==> config.mk <==
export PLATFORM = sky130hd
export DESIGN_NAME = mig_sweep_eval
export DESIGN_NICKNAME = d
export VERILOG_FILES = /design/src/rtl/mig_sweep_eval.sv
export SDC_FILE = /design/constraint.sdc
export NUM_CORES = 1
export LEC_CHECK = 0
export CORE_ASPECT_RATIO = 1.2
export CORE_MARGIN = 10
export CORE_UTILIZATION = 30
export CTS_BUF_LIST = sky130_fd_sc_hd__clkbuf_8 sky130_fd_sc_hd__clkbuf_16
export CTS_CLUSTER_SIZE = 8
export DETAILED_ROUTE_END_ITERATION = 8
export GPL_ROUTABILITY_DRIVEN = 1
export PLACE_DENSITY_LB_ADDON = 0.08
export SLEW_MARGIN = 20
export SYNTH_ARGS = -nofsm -noshare
export SYNTH_HDL_FRONTEND = slang
export SYNTH_SLANG_ARGS = --single-unit
==> constraint.sdc <==
create_clock -name clk -period 8.45 [get_ports clk]
set_input_delay 1.69 -clock clk [delete_from_list [all_inputs] [get_ports clk]]
set_output_delay 1.69 -clock clk [all_outputs]
set_load 0.005 [all_outputs]
==> src/rtl/mig_sweep_eval.sv <==
// Programmable majority-inverter-graph evaluator: a chain of maj() nodes loaded
// through a config port, evaluated on single vectors or swept over all inputs.

module mig_node #(
  parameter int SRC_W = 8,
  parameter int SEL_W = 4
) (
  input  logic [SRC_W-1:0]      i_src,
  input  logic [2:0][SEL_W-1:0] i_sel,
  input  logic [2:0]            i_inv,
  output logic                  o_y
);
  logic [2:0] w_op;

  // Selectors past the visible sources (forward node refs, out of range) read 0.
  always_comb begin
    w_op = '0;
    for (int s = 0; s < 3; s++) begin
      for (int i = 0; i < SRC_W; i++)
        if (i_sel[s] == SEL_W'(i)) w_op[s] = i_src[i];
      w_op[s] = w_op[s] ^ i_inv[s];
    end
  end

  assign o_y = (w_op[0] & w_op[1]) | (w_op[0] & w_op[2]) | (w_op[1] & w_op[2]);
endmodule

module mig_sweep_eval #(
  parameter int N_IN    = 7,
  parameter int N_NODES = 6,
  parameter int SEL_W   = $clog2(N_IN + N_NODES + 1),
  parameter int NODE_W  = (N_NODES > 1) ? $clog2(N_NODES) : 1,
  parameter int TT_W    = 1 << N_IN
) (
  input  logic              clk,
  input  logic              rst_n,
  input  logic              cfg_we,
  input  logic [NODE_W-1:0] cfg_node,
  input  logic [1:0]        cfg_slot,
  input  logic [SEL_W-1:0]  cfg_sel,
  input  logic              cfg_inv,
  input  logic              eval_valid,
  output logic              eval_ready,
  input  logic [N_IN-1:0]   eval_vec,
  output logic              res_valid,
  output logic              res,
  input  logic              start,
  output logic              busy,
  output logic              done,
  output logic [TT_W-1:0]   tt,
  output logic [N_IN:0]     ones
);
  typedef enum logic {S_IDLE, S_SWEEP} state_t;

  state_t                         r_state, w_state_nxt;
  logic [N_NODES-1:0][2:0][SEL_W-1:0] r_sel;
  logic [N_NODES-1:0][2:0]        r_inv;
  logic [N_IN-1:0]                r_cnt;
  logic [TT_W-1:0]                r_tt;
  logic [N_IN:0]                  r_ones;
  logic                           r_done, r_res, r_res_valid;
  logic [N_IN-1:0]                w_pat;
  logic                           w_f, w_start, w_last, w_acc, w_cfg_ok, w_busy;

  assign w_busy     = (r_state == S_SWEEP);
  assign w_pat      = w_busy ? r_cnt : eval_vec;
  assign w_acc      = eval_valid & ~w_busy & ~start;
  assign w_cfg_ok   = cfg_we & ~w_busy & (cfg_slot != 2'd3) &
                      ({1'b0, cfg_node} < (NODE_W+1)'(N_NODES));

  // Each stage sees const 0, the pattern and only the nodes before it, so the
  // chain is acyclic by construction.
  for (genvar k = 0; k < N_NODES; k++) begin : g_node
    logic [N_IN+k:0] w_src;
    logic            w_out;
    if (k == 0) begin : g_first
      assign w_src = {w_pat, 1'b0};
    end else begin : g_rest
      assign w_src = {g_node[k-1].w_out, g_node[k-1].w_src};
    end
    mig_node #(.SRC_W(N_IN + k + 1), .SEL_W(SEL_W)) u_node (
      .i_src (w_src),
      .i_sel (r_sel[k]),
      .i_inv (r_inv[k]),
      .o_y   (w_out)
    );
  end

  assign w_f = g_node[N_NODES-1].w_out;

  always_comb begin
    w_state_nxt = r_state;
    w_start     = 1'b0;
    w_last      = 1'b0;
    case (r_state)
      S_IDLE: if (start) begin
        w_start     = 1'b1;
        w_state_nxt = S_SWEEP;
      end
      S_SWEEP: if (r_cnt == '1) begin
        w_last      = 1'b1;
        w_state_nxt = S_IDLE;
      end
      default: w_state_nxt = S_IDLE;
    endcase
  end

  always_ff @(posedge clk or negedge rst_n) begin
    if (!rst_n) begin
      r_state <= S_IDLE;
      r_cnt   <= '0;
      r_tt    <= '0;
      r_ones  <= '0;
      r_done  <= 1'b0;
    end else begin
      r_state <= w_state_nxt;
      r_done  <= w_last;
      if (w_start) begin
        r_cnt  <= '0;
        r_tt   <= '0;
        r_ones <= '0;
      end else if (w_busy) begin
        r_tt[r_cnt] <= w_f;
        r_ones      <= r_ones + (N_IN+1)'(w_f);
        r_cnt       <= r_cnt + 1'b1;
      end
    end
  end

  always_ff @(posedge clk or negedge rst_n) begin
    if (!rst_n) begin
      r_res       <= 1'b0;
      r_res_valid <= 1'b0;
    end else begin
      r_res_valid <= w_acc;
      if (w_acc) r_res <= w_f;
    end
  end

  always_ff @(posedge clk or negedge rst_n) begin
    if (!rst_n) begin
      r_sel <= '0;
      r_inv <= '0;
    end else if (w_cfg_ok) begin
      for (int k = 0; k < N_NODES; k++)
        for (int s = 0; s < 3; s++)
          if (cfg_node == NODE_W'(k) && cfg_slot == 2'(s)) begin
            r_sel[k][s] <= cfg_sel;
            r_inv[k][s] <= cfg_inv;
          end
    end
  end

  assign busy       = w_busy;
  assign eval_ready = ~w_busy;
  assign done       = r_done;
  assign res        = r_res;
  assign res_valid  = r_res_valid;
  assign tt         = r_tt;
  assign ones       = r_ones;
endmodule

Yosys cells after proc, flatten, opt, wreduce, memory -nomap -nowiden

Index checks and enable logic that the tools add are counted.

Bitwise gates (word level): 55
Reductions and logical operators: 40
$add $sub $neg: 2
Multiplexer cells: 187
Eq/ne operators: 180
Magnitude comparators: 3

Operators by type and width:

| cell                  | count |
|---|---|
| $eq A4 B3 Y1 const B  | 72 |
| $mux W128             | 2 |
| $eq A4 B4 Y1 const B  | 45 |
| $mux W1               | 177 |
| $eq A4 B2 Y1 const B  | 36 |
| $bwmux W128           | 1 |
| $eq A4 B1 Y1 const B  | 18 |
| $reduce_and A2 Y1     | 18 |
| $and A1 B1 Y1         | 23 |
| $mux W7               | 3 |
| $logic_and A1 B1 Y1   | 19 |
| $xor A1 B1 Y1         | 18 |
| $mux W8               | 2 |
| $or A1 B1 Y1          | 12 |
| $add A8 B1 Y8         | 1 |
| $lt A7 B8 Y1 const B  | 1 |
| $add A7 B1 Y7 const B | 1 |
| $demux W1 S7          | 1 |
| $eq A7 B7 Y1 const B  | 1 |
| $ge A7 B1 Y1 const B  | 1 |
| $eq A3 B2 Y1 const B  | 2 |
| $eq A3 B3 Y1 const B  | 2 |
| $eq A3 B1 Y1 const B  | 1 |
| $logic_not A3 Y1      | 1 |
| 8 further kinds       | 9 |

Output and inout port bits: 141
Input bits: 22
Register bits: 237
Word-level logic and storage cells: 510

Longest topological paths before layout

Gate-level depths: netlist of the first run.

Depth in word-level cells: 40
Mapped depth: 31
Depth with buffers taken out: 25

Cells and area by module

A second synthesis of the first run with hierarchy kept.

Cells, all modules: 1162
Area, all modules: 12627.1 um^2

By module, submodules not included:

| module                       | instances | cells each | seq. area each (um^2) | area each (um^2) |
|---|---|---|---|---|
| mig_sweep_eval               | 1         | 966        | 5930.7                | 10626.4 |
| mig_node at g_node[3].u_node | 1         | 46         | 0.0                   | 407.9 |
| mig_node at g_node[5].u_node | 1         | 34         | 0.0                   | 371.6 |
| mig_node at g_node[4].u_node | 1         | 22         | 0.0                   | 341.6 |
| mig_node at g_node[2].u_node | 1         | 38         | 0.0                   | 337.8 |
| mig_node at g_node[1].u_node | 1         | 33         | 0.0                   | 300.3 |
| mig_node at g_node[0].u_node | 1         | 23         | 0.0                   | 241.5 |

Worst setup path after synthesis of the first run

No wires, ideal clock.

Kind: input -> register
From: input eval_vec[5]
To: register r_ones[6], in the netlist ones[6]
Path slack: 0.525 ns
Data required time: 8.321 ns
Stages on the path: 28
Path buffers: 4
Arrival: 7.796 ns
Path through: mux2i_1 > mux4_2 > a221oi_2 > xor2_1 > maj3_1 > buf_2 > o32a_1 > nand2b_1 > o311a_1 > maj3_1 > buf_4 > o21ai_1 > xnor2_1 > maj3_2 > mux2i_1 > or4_1 > maj3_2 > a221oi_2 > xor2_1 > maj3_2 > buf_12 > buf_12 > inv_2 > ha_1 > ha_1 > nand3_1 > o211ai_1 > o31ai_1

Longest elaborated chain between the ends: 35
Elaborated cells on any way between the ends: 133
Classes of those cells: add/sub (1); mux (84); bitwise (48)

RTL lines:

| element                        | RTL line | text |
|---|---|---|
| start, declared                | 44       | `input logic [N_IN-1:0] eval_vec,` |
| $mux W7 (*)                    | 66       | `assign w_pat = w_busy ? r_cnt : eval_vec;` |
| $mux W1 (2 in a row)           | 20       | `if (i_sel[s] == SEL_W'(i)) w_op[s] = i_src[i];` |
| $xor A1 B1 Y1                  | 21       | `w_op[s] = w_op[s] ^ i_inv[s];` |
| $and A1 B1 Y1                  | 25       | `assign o_y = (w_op[0] & w_op[1]) \| (w_op[0] & w_op[2]) \| (w_op[1] & w_op[2]);` |
| $or A1 B1 Y1 (2 in a row)      | 25       |  |
| $mux W1                        | 20       |  |
| $xor A1 B1 Y1                  | 21       |  |
| $and A1 B1 Y1                  | 25       |  |
| [18 not listed]                | n/a      |  |
| $xor A1 B1 Y1                  | 21       |  |
| $and A1 B1 Y1                  | 25       |  |
| $or A1 B1 Y1                   | 25       |  |
| $or A1 B1 Y1 (*)               | 25       |  |
| named net g_node[5].u_node.o_y | 11       | `output logic o_y` |
| $add A8 B1 Y8 (*)              | 124      | `r_ones <= r_ones + (N_IN+1)'(w_f);` |
| $mux W8 (*)                    | 122      | `end else if (w_busy) begin` |
| $mux W8 (*)                    | 118      | `if (w_start) begin` |
| end signal, assigned           | 124      |  |
| end, declared                  | 60       | `logic [N_IN:0] r_ones;` |

The timed path passes the listed nets; every way through them passes the cells marked *. The select of a mux whose other input is x is not followed.
A chain may end at the register's enable or synchronous reset.

Worst setup path in the final report of the first run

From: input eval_vec[1]
To: register r_ones[6], in the netlist ones[6]

Longest elaborated chain between the ends: 39
Elaborated cells on any way between the ends: 205
Classes of those cells: add/sub (1); mux (156); bitwise (48)

RTL lines:

| element                        | RTL line |
|---|---|
| $mux W7 (*)                    | 66 |
| $mux W1 (6 in a row)           | 20 |
| $xor A1 B1 Y1                  | 21 |
| $and A1 B1 Y1                  | 25 |
| $or A1 B1 Y1 (2 in a row)      | 25 |
| $mux W1                        | 20 |
| $xor A1 B1 Y1                  | 21 |
| $and A1 B1 Y1                  | 25 |
| [18 not listed]                | n/a |
| $xor A1 B1 Y1                  | 21 |
| $and A1 B1 Y1                  | 25 |
| $or A1 B1 Y1                   | 25 |
| $or A1 B1 Y1 (*)               | 25 |
| named net g_node[5].u_node.o_y | 11 |
| $add A8 B1 Y8 (*)              | 124 |
| $mux W8 (*)                    | 122 |
| $mux W8 (*)                    | 118 |

Marked as above.

==> metrics.cfg, run 1 <==
[critical_path]
slowest_delay_ns = 0.61
critical_path_required_ns = 8.84
cp_top_family = adder cells
rrSetupSlack_ns = 1.14
cpMaxStageDelayCell = clkdlybuf4s50_1
crit_path_start_kind = input port
critical_path_arrival_ns = 8.44
reg2reg_to = ones[6]
cp_num_cells = 28
r2r_cells = 28
path_class = input port to register
r2r-start = busy
crit_buf_inv = 4
timing.critical_path.mode_cell = maj3_2
cp-end-kind = register
crit_fanout = 6

[layout]
multiInputGateArea_um2 = 6180
num_antenna_cells = 0
ff_latch_area_um2 = 5930
area_delta_synth_final_pct = 25.9
nFillCells = 4101
drive_gt1_frac = 0.227
final_nets = 1449

[drt]
routedWlPerCell_um = 21.5
via_per_inst = 5.08
drt_iter0_drc = 545
drc = 0
drt-total-wl_um = 42400
first_pass_iters = 4
num_vias = 10000
ant_nets = 0

[logic_synthesis]
syn_area_um2 = 12600
synth_enable_flop_cells = 0
syn-num-nets = 1273
ys_async_sr_fraction = 1.00
ys_seq_elements = 237
yosys_warnings = 0
ys.flop_type = dfrtp_1
netlist_instances = 1248
ys_types = 78
yosysSeqAreaShare = 0.469
syn_area_per_cell_um2 = 10.1

[timing]
fmax_mhz = 124
hold_slack_ns = 0.481
tightest_slew_ns = 1.06
rsz0062_at_grt = false
setup-violations-final = 0
hold_violations = 0
min_period_over_period = 0.954
final.setup_skew_ns = 0.0171
relSlewSlack = 0.294
slew_viol_final = 0
finalCriticalPeriod_ns = 8.06

[clocking]
clockBufferDepth = 3
clkTransAtPathRegs_ns = 0.05
cts-root-buf = clkbuf_16
cts_tree = done
numCtsBuffers = 35
insertion_delay_ns = 0.52
cts_max_level = 2
holdBufCountCts = 0
clock_sinks = 237
cts_setup_buffers = 0

[place]
port-buffer-count = 162
hpwlAfterDp_um = 27900
gp_congestion = 0.770

[grt]
grt_start_max_net_pins = 130
antenna_found_initial = 1
grt.total_usage = 0.163
overflow = 0
grt_pass1_vias = 10300
grt_first_pass_wirelength_um = 65500

[worst_hold_path]
min_path_cells = 1
hp-start = ones[7]
min_to = ones[7]
hold_path_class = register to register

[floorplan]
rows = 82
io_pins = 163
core_area_um2 = 41800
die_h_um = 245
die_area_um2 = 50800
start_util = 0.303
die_x_um = 207

[job]
drv_cap = 0

[pwr]
power.total_uw = 3410
peakVddDrop_mv = 0.129
p_leak_uw = 0.00652
p_per_area_nw_per_um2 = 214

[status]
status = complete, no violations

[layout by cell type (no fill, tap or decap), types with 3 or more instances in the layout]
master	synthesis	final
dfrtp_1	237	237
nand2_1	201	200
clkdlybuf4s50_1	0	161
nand3_1	142	142
o21ai_2	99	99
mux2_2	87	87
o21ai_0	72	71
nor2_1	58	58
buf_4	1	50
clkbuf_16	0	36
a21oi_1	25	25
mux2i_1	19	19
inv_1	15	16
o211ai_1	15	15
mux4_2	15	15
nor3_1	18	14
nand2b_1	14	14
xnor2_1	11	11
xor2_1	11	11
a211oi_1	10	10
nor2b_1	9	9
nor3b_1	8	8
a31oi_1	7	7
nand3b_1	7	7
and3_1	5	5
o31ai_1	5	5
buf_12	11	5
o22ai_1	4	4
maj3_2	4	4
nor3_2	0	4
or4b_2	3	3
a311oi_1	3	3
o21ai_1	2	3
nor4_1	3	3
a22o_1	3	3
ha_1	3	3
[where the power goes]
group	total [uW]	internal, uW	leakage [uW]	switching, uW
logic	869	286	0.00281	583
registers	1260	1170	0.00325	95.5
clock network	1280	760	0.000468	516
[worst max path at each step]
stage / start / slack [ns] / to
detailed placement: eval_vec[1] / -0.28 / ones[6]
global route: eval_vec[1] / 0.04 / ones[7]
CTS: eval_vec[1] / 0.23 / ones[6]
global placement: eval_vec[1] / -0.13 / ones[6]
finish: eval_vec[1] / 0.39 / ones[6]
floorplan: eval_vec[5] / 0.52 / ones[6]
[registers in the layout, summed over array words and instances (netlist names)]
name / cells
tt: 128
r_sel: 72
r_inv: 18
ones: 8
r_cnt: 7
busy: 1
done: 1
res: 1
res_valid: 1
[area by class of cell]
class / count / area share
multi-input cells: 916 / 0.389
inverters: 17 / 0.00401
clock inverters: 3 / 0.00181
clock buffers: 37 / 0.0575
flip-flops and latches: 237 / 0.373
well taps: 546 / 0.0430
repair buffers: 217 / 0.132
[stage by stage]
stage | TNS, ns | cell area [um^2] | std cells | worst slack [ns] | utilization
2_1_floorplan | 0 | 12600 | 1248 | 0.525 | -
3_3_place_gp | -0.360 | 14900 | 1933 | -0.135 | 0.358
3_5_place_dp | -7.80 | 15000 | 1933 | -0.284 | 0.358
4_1_cts | 0 | 15900 | 1973 | 0.231 | 0.381
5_1_grt | 0 | 15900 | 1973 | 0.0446 | 0.381
6_report | 0 | 15900 | 1973 | 0.391 | 0.381
[cell usage after synthesis (all sizes together), types with 3 or more instances]
| library cell | number | area [um^2] |
|---|---|---|
| a211oi | 10 | 75.1 |
| a21oi | 26 | 134 |
| a221oi | 3 | 38.8 |
| a22o | 3 | 26.3 |
| a311oi | 3 | 26.3 |
| a31oi | 7 | 43.8 |
| and3 | 5 | 31.3 |
| buf | 25 | 293 |
| clkbuf | 53 | 199 |
| dfrtp | 237 | 5930 |
| ha | 3 | 37.5 |
| inv | 16 | 60.1 |
| maj3 | 7 | 75.1 |
| mux2 | 87 | 980 |
| mux2i | 20 | 204 |
| mux4 | 15 | 338 |
| nand2 | 201 | 754 |
| nand2b | 14 | 87.6 |
| nand3 | 142 | 711 |
| nand3b | 7 | 52.6 |
| nor2 | 58 | 218 |
| nor2b | 9 | 56.3 |
| nor3 | 18 | 90.1 |
| nor3b | 8 | 60.1 |
| nor4 | 3 | 18.8 |
| o211ai | 15 | 113 |
| o21ai | 173 | 1240 |
| o22ai | 5 | 37.5 |
| o31ai | 5 | 37.5 |
| or4b | 3 | 30.0 |
| xnor2 | 12 | 113 |
| xor2 | 13 | 129 |
[metal layers]
layer  global-route usage  part of all wire
met4               0.0445             0.021
met3               0.0492             0.066
met5                    0           0.00026
met1                0.202              0.43
met2                0.270              0.48
[worst register-to-register path: cells and delay by family (launching register included)]
family                     cells  cell delay, ns
xor gates and xnor gates       4            0.43
buffers and inverters          4            0.75
adders and majority gates      7            2.24
and+or+nand+nor                2            0.64
DFF                            1            0.80
muxes                          2            0.56
AOI/OAI and AO/OA              9            1.77
[cell families after synthesis]
family / Yosys count / share of synthesized area
buffers and inverters: 95 / 0.0440
adder cells (fa/ha/maj): 10 / 0.00891
AND/OR/NAND/NOR: 485 / 0.178
AO/OA/AOI/OAI: 274 / 0.160
flip-flops: 237 / 0.469
XOR/XNOR: 25 / 0.0191
multiplexers: 122 / 0.120
[what timing repair did]
action                                  4_1_cts  5_1_grt
endpoints found under the setup margin        0        4
gates resized for setup                       0        2
hold endpoints to repair                      0        0
(Power assumes the default switching activity.)
==> run 2: changes to the inputs <==
==> constraint.sdc (replaced) <==
create_clock -name clk -period 8.45 [get_ports clk]
set_input_delay 1.69 -clock clk [delete_from_list [all_inputs] [get_ports clk]]
set_output_delay 1.69 -clock clk [all_outputs]
set_load 0.01 [all_outputs]
==> results of run 2 <==
The final DEF is identical to that of run 1. Status: complete, no violations.
==> run 3: changes to the inputs <==
--- a/config.mk
+++ b/config.mk
@@ -11,7 +11,7 @@
 export CTS_BUF_LIST = sky130_fd_sc_hd__clkbuf_8 sky130_fd_sc_hd__clkbuf_16
 export CTS_CLUSTER_SIZE = 8
 export DETAILED_ROUTE_END_ITERATION = 8
-export GPL_ROUTABILITY_DRIVEN = 1
+export GPL_ROUTABILITY_DRIVEN = 0
 export PLACE_DENSITY_LB_ADDON = 0.08
 export SLEW_MARGIN = 20
 export SYNTH_ARGS = -nofsm -noshare
==> results of run 3 <==
The final DEF is identical to that of run 1. Status: complete, no violations.
